--- src/rtl/softmax_pkg.sv ---
// Shared definitions for the softmax sequencing controller.
//   - FSM state encoding
//   - lane_width(): width of the last_lanes operand for a given lane count
//   - job_latency(): accept-to-done cycle count for a job of n words
package softmax_pkg;

  localparam int unsigned STATE_W = 4;

  typedef logic [STATE_W-1:0] state_t;

  localparam logic [3:0] S_IDLE      = 4'd0;
  localparam logic [3:0] S_MAX_RD    = 4'd1;
  localparam logic [3:0] S_MAX_DRAIN = 4'd2;
  localparam logic [3:0] S_SUM_RD    = 4'd3;
  localparam logic [3:0] S_SUM_DRAIN = 4'd4;
  localparam logic [3:0] S_LOG       = 4'd5;
  localparam logic [3:0] S_OUT_RD    = 4'd6;
  localparam logic [3:0] S_OUT_DRAIN = 4'd7;
  localparam logic [3:0] S_DONE      = 4'd8;

  // Width needed to hold a lane count in 0..num.
  function automatic int unsigned lane_width(input int unsigned num);
    return $clog2(num + 1);
  endfunction

  // Cycle of the done pulse, counting the accepting edge as cycle 0.
  function automatic int unsigned job_latency(input int unsigned n,
                                              input int unsigned max_depth,
                                              input int unsigned sum_depth,
                                              input int unsigned exp_lat);
    return 3 * n + 5 + max_depth + sum_depth + 2 * exp_lat;
  endfunction

endpackage

--- src/rtl/softmax_valid_pipe.sv ---
// Fixed-depth alignment shift register for {valid, lane mask, address}.
// Ports:
//   clk, rst_n        clock, asynchronous active-low clear
//   flush             synchronous clear of every stage (job abort)
//   in_valid/mask/addr  word entering the pipe
//   out_valid/mask/addr word leaving the pipe DEPTH cycles later
// Mask and address are forced to zero alongside a cleared valid, so
// downstream logic may OR masks from several pipes without gating.
module softmax_valid_pipe #(
  parameter int unsigned DEPTH  = 1,
  parameter int unsigned MASK_W = 4,
  parameter int unsigned ADDR_W = 8
) (
  input  logic              clk,
  input  logic              rst_n,
  input  logic              flush,
  input  logic              in_valid,
  input  logic [MASK_W-1:0] in_mask,
  input  logic [ADDR_W-1:0] in_addr,
  output logic              out_valid,
  output logic [MASK_W-1:0] out_mask,
  output logic [ADDR_W-1:0] out_addr
);

  logic [DEPTH-1:0]  vld_q, vld_d;
  logic [MASK_W-1:0] msk_q [DEPTH];
  logic [MASK_W-1:0] msk_d [DEPTH];
  logic [ADDR_W-1:0] adr_q [DEPTH];
  logic [ADDR_W-1:0] adr_d [DEPTH];

  // Stage shift; invalid stages carry zero payload by construction.
  always_comb begin
    vld_d = '0;
    for (int i = 0; i < DEPTH; i++) begin
      msk_d[i] = '0;
      adr_d[i] = '0;
    end
    if (!flush) begin
      if (in_valid) begin
        vld_d[0] = 1'b1;
        msk_d[0] = in_mask;
        adr_d[0] = in_addr;
      end
      for (int i = 1; i < DEPTH; i++) begin
        vld_d[i] = vld_q[i-1];
        msk_d[i] = msk_q[i-1];
        adr_d[i] = adr_q[i-1];
      end
    end
  end

  always_ff @(posedge clk or negedge rst_n) begin
    if (!rst_n) begin
      vld_q <= '0;
      for (int i = 0; i < DEPTH; i++) begin
        msk_q[i] <= '0;
        adr_q[i] <= '0;
      end
    end else begin
      vld_q <= vld_d;
      for (int i = 0; i < DEPTH; i++) begin
        msk_q[i] <= msk_d[i];
        adr_q[i] <= adr_d[i];
      end
    end
  end

  assign out_valid = vld_q[DEPTH-1];
  assign out_mask  = msk_q[DEPTH-1];
  assign out_addr  = adr_q[DEPTH-1];

endmodule

--- src/rtl/softmax_seq_ctrl.sv ---
// Softmax sequencing controller: runs three read passes (max, sum, output)
// over the words start_addr..end_addr through one read port and produces the
// aligned strobes, lane masks and write addresses for the datapath.
// Ports:
//   clk, reset                  clock, asynchronous active-low reset
//   start, abort                job request (IDLE only), job cancel
//   start_addr, end_addr        inclusive word range of the vector
//   last_lanes                  valid lanes in the word at end_addr
//   busy, err, done             job status
//   rd_en, rd_addr              memory read port (1-cycle latency)
//   max_en, max_latch           max tree input valid / result final
//   sum_en, sum_latch           adder tree input valid / result final
//   log_en                      latch ln(sum)
//   out_valid, out_addr         final exp result valid and its address
//   lane_mask                   lanes valid for the active strobe
module softmax_seq_ctrl
  import softmax_pkg::*;
#(
  parameter  int unsigned NUM       = 4,
  parameter  int unsigned ADDRSIZE  = 8,
  parameter  int unsigned MAX_DEPTH = 2,
  parameter  int unsigned SUM_DEPTH = 2,
  parameter  int unsigned EXP_LAT   = 1,
  localparam int unsigned LW        = lane_width(NUM)
) (
  input  logic                clk,
  input  logic                reset,
  input  logic                start,
  input  logic                abort,
  input  logic [ADDRSIZE-1:0] start_addr,
  input  logic [ADDRSIZE-1:0] end_addr,
  input  logic [LW-1:0]       last_lanes,
  output logic                busy,
  output logic                err,
  output logic                done,
  output logic                rd_en,
  output logic [ADDRSIZE-1:0] rd_addr,
  output logic                max_en,
  output logic                max_latch,
  output logic                sum_en,
  output logic                sum_latch,
  output logic                log_en,
  output logic                out_valid,
  output logic [ADDRSIZE-1:0] out_addr,
  output logic [NUM-1:0]      lane_mask
);

  localparam int unsigned SUM_WAIT = EXP_LAT + SUM_DEPTH;
  localparam int unsigned CNT_MAX  = (MAX_DEPTH > SUM_WAIT) ? MAX_DEPTH : SUM_WAIT;
  localparam int unsigned CW       = (CNT_MAX < 1) ? 1 : $clog2(CNT_MAX + 1);
  localparam int unsigned EXP_D    = 1 + EXP_LAT;

  state_t              state_q, state_d;
  logic [ADDRSIZE-1:0] rd_addr_q, rd_addr_d;
  logic [ADDRSIZE-1:0] start_q, start_d;
  logic [ADDRSIZE-1:0] end_q, end_d;
  logic [LW-1:0]       last_q, last_d;
  logic [CW-1:0]       cnt_q, cnt_d;
  logic                rd_en_q, rd_en_d;
  logic                busy_q, busy_d;
  logic                err_q, err_d;
  logic                done_q, done_d;
  logic                max_latch_q, max_latch_d;
  logic                sum_latch_q, sum_latch_d;
  logic                log_en_q, log_en_d;

  logic                start_ok_c;
  logic                flush_c;
  logic [NUM-1:0]      rd_mask_c;
  logic                max_in_c, sum_in_c, out_in_c;
  logic [NUM-1:0]      max_mask, sum_mask, out_mask;
  logic [ADDRSIZE-1:0] max_addr_unused, sum_addr_unused;

  assign start_ok_c = (end_addr >= start_addr) && (last_lanes != '0) &&
                      (last_lanes <= LW'(NUM));

  // Next state, operand latch and address/drain counters.
  always_comb begin
    state_d   = state_q;
    rd_addr_d = rd_addr_q;
    start_d   = start_q;
    end_d     = end_q;
    last_d    = last_q;
    cnt_d     = cnt_q;
    err_d     = 1'b0;
    flush_c   = 1'b0;

    if (abort && (state_q != S_IDLE)) begin
      state_d   = S_IDLE;
      rd_addr_d = '0;
      cnt_d     = '0;
      flush_c   = 1'b1;
    end else begin
      case (state_q)
        S_IDLE: begin
          if (start) begin
            if (start_ok_c) begin
              state_d   = S_MAX_RD;
              rd_addr_d = start_addr;
              start_d   = start_addr;
              end_d     = end_addr;
              last_d    = last_lanes;
            end else begin
              err_d = 1'b1;
            end
          end
        end
        // Stop on equality so a range ending at the top address never wraps.
        S_MAX_RD, S_SUM_RD, S_OUT_RD: begin
          if (rd_addr_q == end_q) begin
            rd_addr_d = '0;
            cnt_d     = '0;
            state_d   = (state_q == S_MAX_RD) ? S_MAX_DRAIN :
                        (state_q == S_SUM_RD) ? S_SUM_DRAIN : S_OUT_DRAIN;
          end else begin
            rd_addr_d = rd_addr_q + ADDRSIZE'(1);
          end
        end
        S_MAX_DRAIN: begin
          if (cnt_q == CW'(MAX_DEPTH)) begin
            state_d   = S_SUM_RD;
            rd_addr_d = start_q;
            cnt_d     = '0;
          end else begin
            cnt_d = cnt_q + CW'(1);
          end
        end
        S_SUM_DRAIN: begin
          if (cnt_q == CW'(SUM_WAIT)) begin
            state_d = S_LOG;
            cnt_d   = '0;
          end else begin
            cnt_d = cnt_q + CW'(1);
          end
        end
        S_LOG: begin
          state_d   = S_OUT_RD;
          rd_addr_d = start_q;
        end
        S_OUT_DRAIN: begin
          if (cnt_q == CW'(EXP_LAT)) begin
            state_d = S_DONE;
            cnt_d   = '0;
          end else begin
            cnt_d = cnt_q + CW'(1);
          end
        end
        S_DONE:  state_d = S_IDLE;
        default: state_d = S_IDLE;
      endcase
    end

    // Outputs decoded from the next state so they are flopped with it.
    busy_d      = (state_d != S_IDLE);
    rd_en_d     = (state_d == S_MAX_RD) || (state_d == S_SUM_RD) ||
                  (state_d == S_OUT_RD);
    max_latch_d = (state_d == S_MAX_DRAIN) && (cnt_d == CW'(MAX_DEPTH));
    sum_latch_d = (state_d == S_SUM_DRAIN) && (cnt_d == CW'(SUM_WAIT));
    log_en_d    = (state_d == S_LOG);
    done_d      = (state_d == S_DONE);
  end

  always_ff @(posedge clk or negedge reset) begin
    if (!reset) begin
      state_q     <= S_IDLE;
      rd_addr_q   <= '0;
      start_q     <= '0;
      end_q       <= '0;
      last_q      <= '0;
      cnt_q       <= '0;
      rd_en_q     <= 1'b0;
      busy_q      <= 1'b0;
      err_q       <= 1'b0;
      done_q      <= 1'b0;
      max_latch_q <= 1'b0;
      sum_latch_q <= 1'b0;
      log_en_q    <= 1'b0;
    end else begin
      state_q     <= state_d;
      rd_addr_q   <= rd_addr_d;
      start_q     <= start_d;
      end_q       <= end_d;
      last_q      <= last_d;
      cnt_q       <= cnt_d;
      rd_en_q     <= rd_en_d;
      busy_q      <= busy_d;
      err_q       <= err_d;
      done_q      <= done_d;
      max_latch_q <= max_latch_d;
      sum_latch_q <= sum_latch_d;
      log_en_q    <= log_en_d;
    end
  end

  // Mask of the word being read: the final word keeps only its low lanes.
  always_comb begin
    rd_mask_c = '1;
    if (rd_addr_q == end_q) begin
      for (int i = 0; i < NUM; i++) begin
        rd_mask_c[i] = (LW'(i) < last_q);
      end
    end
  end

  assign max_in_c = rd_en_q && (state_q == S_MAX_RD);
  assign sum_in_c = rd_en_q && (state_q == S_SUM_RD);
  assign out_in_c = rd_en_q && (state_q == S_OUT_RD);

  softmax_valid_pipe #(
    .DEPTH  (1),
    .MASK_W (NUM),
    .ADDR_W (ADDRSIZE)
  ) u_max_pipe (
    .clk       (clk),
    .rst_n     (reset),
    .flush     (flush_c),
    .in_valid  (max_in_c),
    .in_mask   (rd_mask_c),
    .in_addr   (rd_addr_q),
    .out_valid (max_en),
    .out_mask  (max_mask),
    .out_addr  (max_addr_unused)
  );

  softmax_valid_pipe #(
    .DEPTH  (EXP_D),
    .MASK_W (NUM),
    .ADDR_W (ADDRSIZE)
  ) u_sum_pipe (
    .clk       (clk),
    .rst_n     (reset),
    .flush     (flush_c),
    .in_valid  (sum_in_c),
    .in_mask   (rd_mask_c),
    .in_addr   (rd_addr_q),
    .out_valid (sum_en),
    .out_mask  (sum_mask),
    .out_addr  (sum_addr_unused)
  );

  softmax_valid_pipe #(
    .DEPTH  (EXP_D),
    .MASK_W (NUM),
    .ADDR_W (ADDRSIZE)
  ) u_out_pipe (
    .clk       (clk),
    .rst_n     (reset),
    .flush     (flush_c),
    .in_valid  (out_in_c),
    .in_mask   (rd_mask_c),
    .in_addr   (rd_addr_q),
    .out_valid (out_valid),
    .out_mask  (out_mask),
    .out_addr  (out_addr)
  );

  // Passes never overlap and idle pipes hold zero masks, so this OR only
  // ever forwards one registered mask.
  assign lane_mask = max_mask | sum_mask | out_mask;

  assign busy      = busy_q;
  assign err       = err_q;
  assign done      = done_q;
  assign rd_en     = rd_en_q;
  assign rd_addr   = rd_addr_q;
  assign max_latch = max_latch_q;
  assign sum_latch = sum_latch_q;
  assign log_en    = log_en_q;

endmodule

--- config.mk ---
export PLATFORM = sky130hd
export DESIGN_NAME = softmax_seq_ctrl
export DESIGN_NICKNAME = d
export VERILOG_FILES = /design/src/rtl/softmax_pkg.sv /design/src/rtl/softmax_valid_pipe.sv /design/src/rtl/softmax_seq_ctrl.sv
export SDC_FILE = /design/constraint.sdc
export NUM_CORES = 1
export LEC_CHECK = 0
export ABC_CLOCK_PERIOD_IN_PS = 3000
export CAP_MARGIN = 40
export CORE_ASPECT_RATIO = 2
export CORE_MARGIN = 3
export CORE_UTILIZATION = 35
export DETAILED_ROUTE_END_ITERATION = 8
export GPL_TIMING_DRIVEN = 0
export PLACE_DENSITY_LB_ADDON = 0.1
export RECOVER_POWER = 100
export SYNTH_ARGS = -nofsm -noshare
export SYNTH_HDL_FRONTEND = slang
export SYNTH_HIERARCHICAL = 1
export SYNTH_SLANG_ARGS = --single-unit
--- constraint.sdc ---
create_clock -name clk -period 3 [get_ports clk]
set_input_delay 0.45 -clock clk [delete_from_list [all_inputs] [get_ports clk]]
set_output_delay 0.45 -clock clk [all_outputs]
set_load 0.05 [all_outputs]
# == Word-level counts from Yosys, hierarchy flattened ==
# Index checks and enable logic that the tools add are counted.
# word_totals
ff_bits,81
inputBits,23
output_inout_bits,30
word_cells,117
# classes
n_addsub,2
n_lt_le_gt_ge,6
n_eq_ne,23
n_mux,42
n_bitwise,3
n_reduce_logical,18
# ops
cell,count
2-to-1 mux 8 bit,8
2-to-1 mux 4 bit,12
one-hot mux 8 bit (4 select lines),1
"equality test 4 x 3 -> 1 bit, second input constant",7
one-hot mux 4 bit (6 select lines),1
"equality test 4 x 2 -> 1 bit, second input constant",4
2-to-1 mux 16 bit,1
2-to-1 mux 2 bit,8
2-to-1 mux 1 bit,9
"!= test 3 bit, second input constant",3
"adder 8 x 1 -> 8 bit, second input constant",1
"equality test 2 bit, second input constant",4
"equality test 4 x 1 -> 1 bit, second input constant",2
equality test 8 bit,1
greater-or-equal comparator 8 bit,1
logical AND 1 bit,8
OR 4 bit,2
one-hot mux 2 bit (4 select lines),1
AND reduction 4 bit,2
nonzero test 4 bit,2
"< comparator 1 x 3 -> 1 bit, first input constant",2
"< comparator 2 x 3 -> 1 bit, first input constant",2
nonzero test 5 bit,1
"equality test 4 bit, second input constant",1
other kinds (9),10

# == Depth between registers and ports, before layout ==
# Gate-level depths: netlist (run 1).
# depth
depth_word,10
ltp_mapped,9
mapped_depth_nobuf,8

# == By module ==
# The synthesis (run 1) kept the hierarchy.
# modules_own_cells
module,n_inst,cells_per_inst,area_each_um2,seq_area_each_um2
softmax_seq_ctrl,1,264,2566.2,1001.0
softmax_valid_pipe (u_out_pipe ...),2,67,955.9,650.6
softmax_valid_pipe (u_max_pipe),1,28,455.4,325.3

# == Worst setup path before layout (run 1) ==
# OpenSTA, ideal clock, no wires.
# synth_timing
kind,input port to flip-flop
startpoint,in start_addr[2]
endpoint,reg rd_addr_q[0] (netlist: rd_addr[0])
setup_time_ns,0.125
arrival_ns,2.115
required_time_ns,2.875
setup_slack_ns,0.760
cell_stages,8
n_path_buf,0
cell_sequence,inv_1 ha_1 and3_1 o21ai_0 a311o_1 a21o_1 a21boi_1 mux2_2
# synth_between
elab_chain_cells,5
# synth_rtl
item,line_no,source
from (decl),softmax_seq_ctrl.sv:30,"input logic [ADDRSIZE-1:0] start_addr,"
greater-or-equal comparator 8 bit,softmax_seq_ctrl.sv:74,assign start_ok_c = (end_addr >= start_addr) && (last_lanes != '0) &&
logical AND 1 bit (2 in series),softmax_seq_ctrl.sv:74,
!= test 3 bit (no line),n/a,
AND reduction 4 bit (no line),n/a,
to (signal assigned),softmax_seq_ctrl.sv:180,rd_addr_q <= rd_addr_d;
to (decl),softmax_seq_ctrl.sv:54,"logic [ADDRSIZE-1:0] rd_addr_q, rd_addr_d;"
# Every way passes these cells.
# A chain may end at the register's enable or synchronous reset.

# == Worst setup path after layout (run 1) ==
# layout_timing
startpoint,in start_addr[1]
endpoint,reg rd_addr_q[1] (netlist: rd_addr[1])
# layout_between
elab_chain_cells,5
word_cells_on_any_way,9
classes_between,order compare (1); eq/ne (1); mux (4); reduce/logical (3)
# layout_rtl
item,line_no
greater-or-equal comparator 8 bit,softmax_seq_ctrl.sv:74
logical AND 1 bit (2 in series),softmax_seq_ctrl.sv:74
!= test 3 bit (no line),n/a
AND reduction 4 bit (no line),n/a
# Parallel ways exist; a longest one is shown, timed or not. The select of a mux whose other input is x is not followed.

==> results of run 1 <==
## power groups by stage
stage	Sequential, mW	Clock [mW]	Combinational, mW
6_report	1.49	1.14	1.36
5_1_grt	1.52	1.22	1.48
4_1_cts	1.49	1.18	1.43
3_5_place_dp	1.51	0	1.42
3_3_place_gp	1.51	0	1.40
2_1_floorplan	1.68	0	0.799
## layout make-up
type	instances	share of cell area
Clock buffer	11	0.0497
Buffer	34	0.0421
Clock inverter	5	0.0123
Sequential cell	81	0.399
Multi-Input combinational cell	233	0.341
Tap cell	142	0.0350
Inverter	22	0.0163
Timing Repair Buffer	52	0.105
## through the flow
step / power (mW) / setup WS [ps] / TNS (ps) / utilization / hold WS (ps)
final: 3.99 / 158 / 0 / 0.447 / 459
after global routing: 4.23 / 36.9 / 0 / 0.447 / 492
after CTS: 4.10 / 225 / 0 / 0.450 / 30.4
after detailed placement: 2.94 / -134 / -1340 / 0.422 / 395
after global placement: 2.91 / -1480 / -120690 / 0.420 / 444
after floorplan: 2.48 / 760 / 0 / - / 154
## placed cells by master, fill, tap and decap left out, drive strengths merged, types with 14 or more instances in the layout
cell type       n
and3b          20
nor2           20
ha             14
a21oi          17
clkbuf         21
dlygate4sd3    31
buf            25
nor2b          24
inv            23
mux2           21
dfrtp          81
nand2          14
clkdlybuf4s50  19
## per-layer routing
layer | vias to the layer above | GRT usage
met5 | - | 0
met4 | 0 | 0.0726
met3 | 12 | 0.0306
met2 | 64 | 0.269
met1 | 1400 | 0.179
li1 | 1409 | -
## state kept, by name (all words and copies together) (netlist names), 2 cells and up
register / count
u_sum_pipe/vld_q: 2
u_sum_pipe/out_mask: 4
rd_addr: 8
u_out_pipe/adr_q: 8
start_q: 8
u_max_pipe/out_mask: 4
end_q: 8
u_out_pipe/vld_q: 2
cnt_q: 2
u_out_pipe/msk_q: 4
u_out_pipe/out_addr: 8
state_q: 4
u_sum_pipe/msk_q: 4
u_out_pipe/out_mask: 4
last_q: 3
## worst paths after layout
check	from	to	depth (start not counted)	slack, ps
worst min register to register	u_out_pipe/adr_q[14]	u_out_pipe/out_addr[6]	1	460
max in group asynchronous	reset	u_sum_pipe/msk_q[6]	2	1530
worst max-delay path	start_addr[1]	rd_addr[1]	9	160
min in group asynchronous	reset	start_q[2]	1	500
worst min-delay path	u_out_pipe/adr_q[14]	u_out_pipe/out_addr[6]	1	460
worst max register to register	state_q[3]	u_out_pipe/adr_q[9]	7	310
==> metrics.md, run 1 <==
| Metric | Value |
|---|---|
| Status | `finished, violations left` |
| Failing checks | `capacitance limit, slew limit` |
| Final Hold Vio Count | `0` |
| Worst setup path category | `in -> reg` |
| DP Cell Count | `564` |
| Net Count, Synth | `407` |
| Sw Pwr | `1.43 mW` |
| Die width | `82.4 microns` |
| Crit-path cells | `dlygate4sd3_1 > inv_1 > ha_1 > and3_1 > o21ai_0 > a311o_1 > a21o_1 > a21boi_0 > mux2_2` |
| Core Box Area | `11,400 sq um` |
| CTS Hold Buffers Added | `0` |
| Flop pwr share | `0.373` |
| Clock transition at path regs | `60 ps` |
| Uppermost routed layer | `met4` |
| Deepest clock path buffer count | `2` |
| First-pass GRT wire length | `15,500 microns` |
| Final cycle utilization of the critical path | `0.947` |
| Met3 WL post-DR | `306 microns` |
| Area growth syn-to-layout | `24.5%` |
| Drt total wl | `9240 microns` |
| Port bufs | `51` |
| Wire per inst | `15.9 microns` |
| Antenna violations before repair | `0` |
| Max-cap viol count | `1` |
| Crit path DAT | `3060 ps` |
| Avg Cell Area, Syn | `11.0 sq um` |
| Multi-input logic area | `1730 sq um` |
| Clock period minus worst slack | `2840 ps` |
| Critical path peak fanout | `7` |
| Internal power | `2.56 mW` |
| Pwr Density | `785 nW/um^2` |
| Drt drc | `0` |
| Grt ovf | `0` |
| Net Sw Frac | `0.358` |
| Worst Max-Slew Pin Slew | `1580 ps` |
| Max incr delay on CP | `570 ps` |
| Slew headroom | `-0.0556` |
| Crit. End Element | `register` |
| Die area | `13,100 sq um` |
| Number of fill cells in the layout | `1,103` |
| RSZ-0062 raised after global routing | `false` |
| Detailed Route Iter0 Violations | `131` |
| Final #Nets | `470` |
| First-pass DRT Iterations | `5` |
| Post-Layout Inst Area | `5080 sq um` |
| Layout cells sized above 1 | `0.183` |
| Routed met1 length | `3560 microns` |
| Vias | `2,885` |
| Total leakage power | `2.48 nW` |
| Gp weighted congestion | `0.865` |
| Clock skew | `8.41 ps` |
| Vias/cell | `4.97` |
| I/O pin cnt | `53` |
| Setup Fix Bufs, Post-CTS | `0` |
| FF/Latch Area | `2030 sq um` |
| Fmax | `0.352 GHz` |
| Slowest cell on crit path | `dlygate4sd3_1` |
| Final setup vio count | `0` |
| Clk_lat worst skew | `330 ps` |
| Worst vdd ir | `0.430 mV` |
| Min-delay worst type | `reg -> reg` |
| Post-CTS resize count | `0` |
| Num CTS Buffers | `9` |
| HPWL Detailed | `6900 microns` |
| Fin cells | `580` |
| Overall Global Routing Usage | `0.157` |
| Antenna cells | `0` |
| Starting Density | `0.360` |
| Post-synthesis cell count | `370` |
| CTS tree | `built` |
| Vias in the first global route | `3,024` |
| Worst Path Buf+Inv | `2` |
| CP Data Required Time | `3220 ps` |
| Yosys warnings | `6` |
| Clk sinks | `81` |
| Pins over their slew limit | `25` |
| Cell family with most CP delay | `compound AO/OA/AOI/OAI gates` |
| Synth Cell Area | `4080 sq um` |
| Clock power share | `0.286` |
| Max H-tree Level | `3` |
| Antenna-violating nets left | `0` |
| Die Ht | `159 microns` |
| Pin count of the biggest net entering global routing | `58` |
| Cell area after placement | `4800 sq um` |
| Met2 WL post-DR | `5160 microns` |
| Logic pwr share | `0.341` |
| Worst Setup Start Kind | `input pin` |
| # rows | `55` |
| Clk root buf | `clkbuf_16` |
No activity file was read; power rests on OpenSTA's default activity.
==> inputs of run 2 (changes only) <==
--- a/config.mk
+++ b/config.mk
@@ -11,7 +11,6 @@
 export CORE_MARGIN = 3
 export CORE_UTILIZATION = 35
 export DETAILED_ROUTE_END_ITERATION = 8
-export GPL_TIMING_DRIVEN = 0
 export PLACE_DENSITY_LB_ADDON = 0.1
 export RECOVER_POWER = 100
 export SYNTH_ARGS = -nofsm -noshare
==> metrics.md, run 2 (synthesis gave the netlist of run 1 again) <==
| Metric | Value |
|---|---|
| Final Power | `3.91 mW (-2.1%)` |
| FF/Latch Area | `2030 sq um (unchanged)` |
| Vias in the first global route | `2,899 (-4.1%)` |
| First-pass GRT wire length | `14,900 microns (-4.1%)` |
| Worst Slack Setup Final | `302 ps (+144 ps)` |
| Multi-input logic area | `1720 sq um (-0.65%)` |
| Pin count of the biggest net entering global routing | `59 (+1.7%)` |
| Final #Nets | `447 (-4.9%)` |
| Pins over their slew limit | `0 (-100%)` |
| Antenna-violating nets left | `0 (unchanged)` |
| Crit path DAT | `2960 ps (-100 ps)` |
| Clk root buf | `clkbuf_16` |
| Gp weighted congestion | `0.891 (+3.0%)` |
| Antenna cells | `0 (unchanged)` |
| Grt peak-use layer | `met2` |
| Num CTS Buffers | `9 (unchanged)` |
| Area growth syn-to-layout | `20.6%` |
| Post-Place Worst Slack | `105 ps (+240 ps)` |
| Die Ht | `159 microns (unchanged)` |
| Setup Fix Bufs, Post-CTS | `0 (unchanged)` |
| Crit. End Element | `register` |
| RR Startpoint | `rd_addr[1]` |
| Port bufs | `52 (+2.0%)` |
| R2R depth | `6 (-1)` |
| Final Hold Vio Count | `0 (unchanged)` |
| Layout cells sized above 1 | `0.142 (-0.0405)` |
| Deepest clock path buffer count | `2 (unchanged)` |
| Clock period minus worst slack | `2700 ps (-144 ps)` |
| Commonest non-fill, non-tap cell in the layout | `dfrtp_1` |
| Status | `finished, final reports clean` |
| Drt drc | `0 (unchanged)` |
| Number of fill cells in the layout | `1,100 (-0.27%)` |
| First-pass DRT Iterations | `4 (-1)` |
| Clk_lat worst skew | `330 ps (about the same)` |
| Critical path peak fanout | `22 (+15)` |
| Overall Global Routing Usage | `0.148 (-0.00874)` |
| CP Data Required Time | `3270 ps (+50 ps)` |
| I/O pin cnt | `53 (unchanged)` |
| Core Box Area | `11,400 sq um (unchanged)` |
| Commonest non-fill, non-tap cells in the layout | `dfrtp_1, dlygate4sd3_1, nor2b_1, inv_1` |
| Min-delay worst type | `in -> async` |
| Vias | `2,792 (-3.2%)` |
| Clock skew | `7.33 ps (-1.07 ps)` |
| Detailed Route Iter0 Violations | `71 (-46%)` |
| Clock transition at path regs | `60 ps (about the same)` |
| Final hold slack | `415 ps (-44.2 ps)` |
| Final cycle utilization of the critical path | `0.899 (-0.0480)` |
| Wire per inst | `15.7 microns (-1.7%)` |
| Setup slack, reg-to-reg | `670 ps (+360 ps)` |
| Setup TNS | `0 ps (unchanged)` |
| Worst Max-Slew Pin Slew | `1360 ps (-219 ps)` |
| DP Cell Count | `541 (-4.1%)` |
| Grt ovf | `0 (unchanged)` |
| Clk sinks | `81 (unchanged)` |
| Die area | `13,100 sq um (unchanged)` |
| HPWL Detailed | `6480 microns (-6.1%)` |
| Fin cells | `557 (-4.0%)` |
| GR Util met2 | `0.247 (-0.0223)` |
| Max-cap viol count | `0 (-1)` |
| Max H-tree Level | `3 (unchanged)` |
| CTS tree | `built` |
| Worst Setup Start Kind | `input pin` |
| Reg2Reg Capture Point | `max_latch` |
| CTS Hold Buffers Added | `0 (unchanged)` |
| Fmax | `0.371 GHz (+5.3%)` |
| Starting Density | `0.360 (unchanged)` |
| Worst vdd ir | `0.362 mV (-16%)` |
| Slew headroom | `0.0904 (+0.146)` |
| Final setup vio count | `0 (unchanged)` |
| Die width | `82.4 microns (unchanged)` |
| GR Util met3 | `0.0250 (-0.00568)` |
| Pwr Density | `793 nW/um^2 (+0.98%)` |
| GR Util met1 | `0.181 (+0.00184)` |
| Antenna violations before repair | `0 (unchanged)` |
| Worst setup path category | `in -> reg` |
| Total leakage power | `2.37 nW (-4.3%)` |
| Drt total wl | `8720 microns (-5.6%)` |
| RSZ-0062 raised after global routing | `false` |
| # rows | `55 (unchanged)` |
| Post-CTS resize count | `0 (unchanged)` |
| Vias/cell | `5.01 (+0.77%)` |
## run 2: cell types whose count changed in the layout (fill, tap and decap cells not counted), sizes merged
cell / change
buf: -16
clkbuf: -8
inv: +1
clkinvlp: -1
clkdlybuf4s25: -1
clkdlybuf4s50: +1
clkinv: +1
## run 2: power by group
| part | internal [mW] | switching (mW) |
|---|---|---|
| clock network | 0.647 | 0.429 |
| registers | 1.30 | 0.203 |
| logic | 0.557 | 0.765 |
| total | 2.51 | 1.40 |
## run 2: area by class of cell
class,instances,area share
flip-flops and latches,81,0.412
clock buffers,10,0.0465
well taps,142,0.0361
inverters,22,0.0168
clock inverters,6,0.0132
repair buffers,63,0.126
multi-input cells,233,0.350
## run 2: how the worst max path moves through the flow
| stage | start | end | slack, ps | cells after the start |
|---|---|---|---|---|
| 2_1_floorplan | start_addr[2] | rd_addr[0] | 760 | 8 |
| 3_3_place_gp | start_addr[2] | max_latch | 130 | 10 |
| 3_5_place_dp | start_addr[2] | max_latch | 110 | 10 |
| 4_1_cts | start_addr[2] | max_latch | 450 | 10 |
| 5_1_grt | start_addr[2] | max_latch | 160 | 10 |
| 6_report | start_addr[2] | max_latch | 300 | 10 |
## run 2: routing by layer
metal  part of all wire  wire length (microns)
met3              0.034                    299
met2               0.54                   4720
met5                  0                      0
met1               0.40                   3510
met4              0.022                    195
## run 2: through the flow
| step | area, sq um | util |
|---|---|---|
| final | 4920 | 0.434 |
| after floorplan | 4080 | - |
| after CTS | 4960 | 0.436 |
| after detailed placement | 4660 | 0.411 |
| after global placement | 4630 | 0.408 |
| after global routing | 4920 | 0.434 |
## run 2: critical path, cell delays in order
cell	delay (ps)
dlygate4sd3_1	570
inv_1	60
ha_1	290
and3_1	170
o21ai_0	150
a311o_1	240
a21oi_1	120
buf_12	180
a211oi_1	450
and4_1	270
